$ cat src/rtl/imem_loader_if.sv
// Write bus and status lines between the serial boot loader and the instruction memory / CPU.
// The loader is the master. The memory/CPU side, or a bench, is the slave and drives rx.
interface imem_loader_if #(
  parameter int ADDR_W = 8
);
  logic              rx;
  logic              wr_en;
  logic [ADDR_W-1:0] wr_addr;
  logic [31:0]       wr_data;
  logic              cpu_hold;
  logic              done;
  logic              err;

  modport master (input rx, output wr_en, wr_addr, wr_data, cpu_hold, done, err);
  modport slave  (output rx, input wr_en, wr_addr, wr_data, cpu_hold, done, err);
endinterface

$ cat src/rtl/imem_loader.sv
// UART (8N1) boot loader: reads a 16-bit little-endian word count, then packs the following
// bytes into 32-bit words written from address 0. The CPU is held in reset until the image is done.
module imem_loader #(
  parameter int CLKS_PER_BIT = 868,
  parameter int ADDR_W       = 8,
  parameter int DEPTH        = 256
) (
  input  logic          clk,
  input  logic          rst,
  imem_loader_if.master bus
);
  localparam int HALF = CLKS_PER_BIT / 2;
  localparam int CW   = $clog2(CLKS_PER_BIT);

  typedef enum logic [1:0] {RX_IDLE, RX_START, RX_DATA, RX_STOP} rx_state_t;
  typedef enum logic [1:0] {L_LEN0, L_LEN1, L_DATA, L_DONE} ld_state_t;

  rx_state_t         rx_state, rx_state_next;
  ld_state_t         ld_state, ld_state_next;
  logic              sync1, rxs;
  logic [CW-1:0]     cnt;
  logic [2:0]        bit_idx;
  logic [7:0]        shift;
  logic              sample, byte_valid, frame_err;
  logic [7:0]        len_lo;
  logic [15:0]       len, len_full;
  logic              len_over, last_word;
  logic [ADDR_W:0]   wptr;
  logic [1:0]        idx;
  logic [23:0]       word;
  logic              wr_en_reg, err_reg;
  logic [ADDR_W-1:0] wr_addr_reg;
  logic [31:0]       wr_data_reg;

  // Both synchronizer flops reset to the idle-high line level so reset never looks like a start bit.
  always_ff @(posedge clk or posedge rst) begin
    if (rst) begin
      sync1 <= 1'b1;
      rxs   <= 1'b1;
    end else begin
      sync1 <= bus.rx;
      rxs   <= sync1;
    end
  end

  assign sample = (rx_state == RX_START && cnt == CW'(HALF - 1)) ||
                  ((rx_state == RX_DATA || rx_state == RX_STOP) && cnt == CW'(CLKS_PER_BIT - 1));

  always_ff @(posedge clk or posedge rst) begin
    if (rst) rx_state <= RX_IDLE;
    else     rx_state <= rx_state_next;
  end

  always_comb begin
    rx_state_next = rx_state;
    case (rx_state)
      RX_IDLE:  if (!rxs) rx_state_next = RX_START;
      RX_START: if (sample) rx_state_next = rxs ? RX_IDLE : RX_DATA;
      RX_DATA:  if (sample && bit_idx == 3'd7) rx_state_next = RX_STOP;
      RX_STOP:  if (sample) rx_state_next = RX_IDLE;
      default:  rx_state_next = RX_IDLE;
    endcase
  end

  always_ff @(posedge clk or posedge rst) begin
    if (rst) begin
      cnt        <= '0;
      bit_idx    <= '0;
      shift      <= '0;
      byte_valid <= 1'b0;
      frame_err  <= 1'b0;
    end else begin
      byte_valid <= (rx_state == RX_STOP) && sample && rxs;
      frame_err  <= (rx_state == RX_STOP) && sample && !rxs;
      if (rx_state == RX_IDLE || sample) cnt <= '0;
      else                               cnt <= cnt + 1'b1;
      if (rx_state == RX_START) bit_idx <= '0;
      if (rx_state == RX_DATA && sample) begin
        shift   <= {rxs, shift[7:1]};
        bit_idx <= bit_idx + 1'b1;
      end
    end
  end

  // shift still holds the completed byte while byte_valid is high.
  assign len_full  = {shift, len_lo};
  assign len_over  = 32'(len_full) > 32'(DEPTH);
  assign last_word = (16'(wptr + 1'b1) == len);

  always_ff @(posedge clk or posedge rst) begin
    if (rst) ld_state <= L_LEN0;
    else     ld_state <= ld_state_next;
  end

  always_comb begin
    ld_state_next = ld_state;
    case (ld_state)
      L_LEN0: if (byte_valid) ld_state_next = L_LEN1;
      L_LEN1: if (byte_valid) begin
        if (len_full == 16'd0) ld_state_next = L_DONE;
        else if (len_over)     ld_state_next = L_LEN0;
        else                   ld_state_next = L_DATA;
      end
      L_DATA: if (byte_valid && idx == 2'd3 && last_word) ld_state_next = L_DONE;
      default: ld_state_next = ld_state;
    endcase
    if (frame_err && ld_state != L_DONE) ld_state_next = L_LEN0;
  end

  always_ff @(posedge clk or posedge rst) begin
    if (rst) begin
      len_lo      <= '0;
      len         <= '0;
      wptr        <= '0;
      idx         <= '0;
      word        <= '0;
      wr_en_reg   <= 1'b0;
      wr_addr_reg <= '0;
      wr_data_reg <= '0;
      err_reg     <= 1'b0;
    end else begin
      wr_en_reg <= 1'b0;
      if (frame_err && ld_state != L_DONE) err_reg <= 1'b1;
      if (byte_valid) begin
        case (ld_state)
          L_LEN0: len_lo <= shift;
          L_LEN1: begin
            len  <= len_full;
            wptr <= '0;
            idx  <= '0;
            if (len_over) err_reg <= 1'b1;
          end
          L_DATA: begin
            // Bytes enter from the top so the first byte ends up in bits 7:0 of the word.
            word <= {shift, word[23:8]};
            idx  <= idx + 1'b1;
            if (idx == 2'd3) begin
              wr_en_reg   <= 1'b1;
              wr_addr_reg <= wptr[ADDR_W-1:0];
              wr_data_reg <= {shift, word};
              wptr        <= wptr + 1'b1;
            end
          end
          default: ;
        endcase
      end
    end
  end

  assign bus.wr_en    = wr_en_reg;
  assign bus.wr_addr  = wr_addr_reg;
  assign bus.wr_data  = wr_data_reg;
  assign bus.err      = err_reg;
  assign bus.cpu_hold = (ld_state != L_DONE);
  assign bus.done     = (ld_state == L_DONE);
endmodule

$ cat src/flat_wrapper.sv
// flat-port wrapper written by rule: the top's interface ports become plain ports
module imem_loader_flat 
#(
  parameter int CLKS_PER_BIT = 868,
  parameter int ADDR_W       = 8,
  parameter int DEPTH        = 256
)
  (clk, rst, bus_rx, bus_wr_en, bus_wr_addr, bus_wr_data, bus_cpu_hold, bus_done, bus_err);
  imem_loader_if #(.ADDR_W(ADDR_W)) bus_i ();
  input  logic clk;
  input  logic rst;
  input wire logic [$bits(bus_i.rx)-1:0] bus_rx;
  output wire logic [$bits(bus_i.wr_en)-1:0] bus_wr_en;
  output wire logic [$bits(bus_i.wr_addr)-1:0] bus_wr_addr;
  output wire logic [$bits(bus_i.wr_data)-1:0] bus_wr_data;
  output wire logic [$bits(bus_i.cpu_hold)-1:0] bus_cpu_hold;
  output wire logic [$bits(bus_i.done)-1:0] bus_done;
  output wire logic [$bits(bus_i.err)-1:0] bus_err;
  assign bus_i.rx = bus_rx;
  assign bus_wr_en = bus_i.wr_en;
  assign bus_wr_addr = bus_i.wr_addr;
  assign bus_wr_data = bus_i.wr_data;
  assign bus_cpu_hold = bus_i.cpu_hold;
  assign bus_done = bus_i.done;
  assign bus_err = bus_i.err;
  imem_loader #(.CLKS_PER_BIT(CLKS_PER_BIT), .ADDR_W(ADDR_W), .DEPTH(DEPTH)) u_core (.clk(clk), .rst(rst), .bus(bus_i));
endmodule
$ cat config.mk
export PLATFORM = sky130hd
export DESIGN_NAME = imem_loader_flat
export DESIGN_NICKNAME = d
export VERILOG_FILES = /design/src/rtl/imem_loader_if.sv /design/src/rtl/imem_loader.sv /design/src/flat_wrapper.sv
export SDC_FILE = /design/constraint.sdc
export NUM_CORES = 1
export LEC_CHECK = 0
export CAP_MARGIN = 15
export CORE_MARGIN = 8
export CORE_UTILIZATION = 51
export DETAILED_ROUTE_END_ITERATION = 16
export PLACE_DENSITY_LB_ADDON = 0.12
export SYNTH_ARGS = -nofsm -noshare
export SYNTH_HDL_FRONTEND = slang
export SYNTH_SLANG_ARGS = --single-unit
$ cat constraint.sdc
create_clock -name clk -period 5.9 [get_ports clk]
set_input_delay 1.77 -clock clk [delete_from_list [all_inputs] [get_ports clk]]
set_output_delay 1.77 -clock clk [all_outputs]
set_load 0.05 [all_outputs]
* After elaboration in Yosys (flattened, before gate mapping)
Cells that the tools add are included.
Word-level totals: register bits 130, input port bits 3, output and inout bits 44, logic and storage cells 98
Cells by class: add/sub/neg operators 5, $lt $le $gt $ge 1, equality and inequality tests 20, mux-type cells 26, reductions and logical operators 28
Operator list (count):
- 2-bit two-way mux | 11
- 9-bit one-hot mux with 2 select lines | 1
- 16-bit equality test | 1
- 16-bit by 9-bit > comparator with 1-bit output (second input constant) | 1
- 16-bit zero test | 1
- 10-bit by 1-bit adder with 10-bit output (second input constant) | 1
- 9-bit by 1-bit adder with 10-bit output (second input constant) | 1
- 10-bit equality test (second input constant) | 1
- 10-bit by 9-bit equality test with 1-bit output (second input constant) | 1
- 2-bit equality test (second input constant) | 5
- 1-bit logical AND | 10
- 10-bit two-way mux | 1
- 9-bit by 1-bit adder with 9-bit output (second input constant) | 1
- 9-bit two-way mux | 1
- 3-bit by 1-bit inequality test with 1-bit output (second input constant) | 3
- 2-bit by 1-bit inequality test with 1-bit output (second input constant) | 4
- 2-bit one-hot mux with 4 select lines | 1
- 2-bit AND reduction | 4
- 4-bit AND reduction | 2
- 1-bit two-way mux | 7
- 3-bit two-way mux | 2
- 2-bit one-hot mux with 3 select lines | 1
- 3-bit AND reduction | 2
- 2-bit by 1-bit equality test with 1-bit output (second input constant) | 2
- other kinds (10) | 15

* Depth between registers and ports, before layout
depth after elaboration 7, mapped depth 10, mapped depth without buffers 8

* Worst setup path after synthesis
Ideal clock, no wire load.
path kind register to output, start register u_core.ld_state[0], end output port bus_cpu_hold, arrival 1.229 ns, data required time 4.130 ns, slack 2.901 ns, stages on the path, launching flop included 3, buffers on the path 0, cell sequence dfrtp_1 -> ha_1 -> inv_1
Between the ends: longest elaborated chain between the ends 1
Ends and longest elaborated chain:
- from (decl) | line imem_loader.sv:19 | ld_state_t ld_state, ld_state_next;
- from (signal assigned) | line imem_loader.sv:92 | else ld_state <= ld_state_next;
- 2-bit inequality test | line imem_loader.sv:154 | assign bus.cpu_hold = (ld_state != L_DONE);
- to (decl) | line flat_wrapper.sv:16 | output wire logic [$bits(bus_i.cpu_hold)-1:0] bus_cpu_hold;
Every way passes these cells.

* Final worst setup path
Ends and elaborated chain as after synthesis.

==> impl_metrics.csv <==
group,metric,value,unit
floorplanning,start_util,0.518,
setup_path,cp.required,4130,ps
place,port_buffers,46,
routing,dr.first_iter.drc_count,247,
routing,wl,11.0,mm
cells_and_area,multiInputGateArea,0.00221,mm2
run,maxCapViolations,0,
hold_path,min_path_type,"reg2reg",
cells_and_area,fin_nets,569,
clock_network,post_cts_resized,0,
synth,synthCells,507,
synth,synthArstFlopShare,1.00,
synth,synth.avg_cell_area,11.0,um2
cells_and_area,syn_to_final_growth,22.0,%
synth,synth.distinct_cells,47,
setup_path,r2r_setup_slack,3430,ps
synth,synth.area.mux_share,0.118,
grt,grt_pass1_wl,18.7,mm
place,gp_congestion,0.806,
routing,routed_via_density,5.24,
floorplanning,coreArea,0.0108,mm2
synth,synth_simple_gate_area_frac,0.167,
routing,wl_per_cell,15.5,um
synth,synth-seq-area-share,0.582,
floorplanning,dieArea,0.0146,mm2
setup_path,end_kind,"output pin",
setup_path,worstPathArrival,2080,ps
pwr,leakagePower,3.39,nW
clock_network,cts_sinks,130,
pwr,netSwitchingFraction,0.203,
pwr,p_int,1.59,mW
timing,period_share,0.653,
floorplanning,die-width,121,um
setup_path,r2r_start,"u_core.ld_state[1]$_DFFE_PP0P_",
synth,synth_top_family_by_area,"simple AND/OR/NAND/NOR gates",
grt,track_usage,0.162,
timing,fin_skew,5.74,ps
synth,syn_area,0.00559,mm2
timing,maxSlewHeadroom,0.330,
setup_path,r2r-end,"u_core.wptr[6]$_DFFE_PP0P_",
floorplanning,io_pins,47,
cells_and_area,regArea,0.00326,mm2
clock_network,clkTransAtPathRegs,60,ps
pwr,power_frac_seq,0.448,
setup_path,rr_worst_depth,7,
pwr,powerDensity,292,mW/mm2
routing,drc_errors,0,
grt,grt_pass1_vias,3688,
hold_path,worstHoldPathCells,0,
timing,worst_pin_slew,1000,ps
synth,synth_compound_area_frac,0.0463,
cells_and_area,n_fill_cell,852,
cells_and_area,largest_reg_flops,32,
cells_and_area,n_antenna_cell,0,
clock_network,clockRootBuffer,"clkbuf_8",
routing,antenna_left,0,
clock_network,cts_inserted_buffers,17,
timing,rsz0062_at_grt,"false",
pwr,p_sw,406,uW
grt,grt_remaining_overflow,0,
timing,fin_crit,3850,ps
timing,tns,0,ps
setup_path,crit_fanout,4,
clock_network,cts_tree,"yes",
synth,synth_fa_ha_area_frac,0.0224,
clock_network,cts_max_level,4,
setup_path,crit_path_start_kind,"register",
place,pre_cts_slack,2510,ps
synth,syn-num-nets,520,
pwr,clockPowerShare,0.541,
grt,grt_max_degree,87,
synth,synthFlopType,"dfrtp_1",
synth,synth_edf_count,0,
pwr,vdd_drop_max,0.219,mV
routing,vias,3713,
routing,dr.pass1.iters,4,
timing,finalSetupViolCount,0,
clock_network,cts_hold_buffers,0,
place,dp_hpwl,7.25,mm
hold_path,min_to,"u_core.rxs$_DFF_PP1_",
outcome,status,"completed",
clock_network,clkLatencyLatePin,520,ps
hold_path,min_from,"u_core.sync1$_DFF_PP1_",
timing,fmax,259,MHz
setup_path,crit_type,"reg2out",
synth,synth_xor_area_frac,0.0405,
clock_network,postCtsSetupBuffers,0,
synth,yosysWarnings,0,
timing,layout_setup_ws,2050,ps
clock_network,clockBufferDepth,2,
floorplanning,rows,38,
cells_and_area,drive_above_1_share,0.174,
synth,ys_ff_latch,130,
timing,hold_viol,0,
timing,drv_slew,0,
floorplanning,die_y,121,um
grt,antenna_found_initial,0,
pwr,power_frac_comb,0.011,
Yosys cell counts, types with 6 or more instances:
master,number,area share
ha_1,10,0.022
nand2_1,152,0.10
nand3_1,11,0.0098
xnor2_1,16,0.025
inv_1,11,0.0074
nor2_1,22,0.015
a21oi_1,6,0.0054
dfrtp_1,128,0.57
clkbuf_1,12,0.0081
o21ai_0,19,0.017
mux2_1,9,0.018
mux2_2,48,0.097
xor2_1,8,0.013
final cells by class:
cell class	instances	share of cell area
Tap cell	140	0.0257
Clock inverter	11	0.0220
Timing Repair Buffer	51	0.0759
Clock buffer	21	0.0687
Multi-Input combinational cell	345	0.324
Sequential cell	130	0.477
Inverter	11	0.00642
routing by layer:
| layer | up-vias | global-route usage | share of wire |
|---|---|---|---|
| met5 | - | 0 | 0 |
| met4 | 0 | 0.0656 | 0.015 |
| met3 | 13 | 0.0471 | 0.040 |
| met2 | 58 | 0.252 | 0.48 |
| met1 | 1843 | 0.209 | 0.47 |
| li1 | 1799 | - | - |
cells by family (layout without fill, tap and decap cells):
| kind of cell | after synthesis | count (layout) |
|---|---|---|
| AO/OA/AOI/OAI | 42 | 42 |
| XOR/XNOR | 25 | 25 |
| adder cells (fa/ha/maj) | 10 | 10 |
| buffers and inverters | 32 | 94 |
| flip-flops | 130 | 130 |
| multiplexers | 59 | 59 |
| AND/OR/NAND/NOR | 209 | 209 |
power by group through the flow:
stage | Sequential [mW] | Clock, mW | Combinational (mW)
finish | 0.894 | 1.08 | 0.0216
global route | 0.893 | 1.14 | 0.0257
CTS | 0.894 | 1.10 | 0.0206
detailed placement | 0.910 | 0 | 0.0206
global placement | 0.910 | 0 | 0.0201
floorplan | 0.910 | 0 | 0.0131
critical path, cell delays in order, from the launching register on:
cell and delay [ps]:
dfrtp_1 410, ha_1 230, inv_1 110, clkdlybuf4s50_1 810
cells in the final DEF (no fill, tap or decap), types with 2 or more instances in the layout:
master and count:
nor4b_1 2, mux2_2 48, clkbuf_8 5, a22o_1 2, buf_4 4, nand4_1 3, clkbuf_16 16, nor3_4 2
bufinv_16 3, and3_1 2, mux2_1 9, inv_6 2, xor2_1 8, xnor2_1 16, inv_1 10, clkdlybuf4s50_1 46
ha_1 10, o21ai_0 19, a31oi_1 2, nand3_1 10, dfstp_2 2, nand2_1 152, o31ai_1 4, mux2i_1 2
nor4_1 4, a21oi_1 6, clkinvlp_4 5, nor2_1 22, dfrtp_1 128
metrics by stage:
stage                     instances   util  total power, mW  cell area (um2)  hold WS, ps
final                           709  0.632             1.99             6830          361
after global placement          676  0.572            0.930             6180          347
after CTS                       708  0.630             2.01             6800          362
after floorplan                 507      -            0.923             5590          345
after detailed placement        676  0.572            0.930             6180          348
after global routing            709  0.632             2.06             6830          371
worst max-delay path by stage:
stage                                   start                                end  slack [ps]  cells after the start
3_3_place_gp                              rst         u_core.bus.wr_en$_DFF_PP0_        2540                      3
3_5_place_dp                              rst  u_core.bus.wr_addr[6]$_DFFE_PP0P_        2510                      3
5_1_grt        u_core.ld_state[0]$_DFFE_PP0P_                       bus_cpu_hold        1980                      3
2_1_floorplan                             rst                          async pin         660                      1
6_report       u_core.ld_state[0]$_DFFE_PP0P_                       bus_cpu_hold        2050                      3
4_1_cts        u_core.ld_state[0]$_DFFE_PP0P_                       bus_cpu_hold        2030                      3
Note: power is estimated with default switching activity, not from simulation.
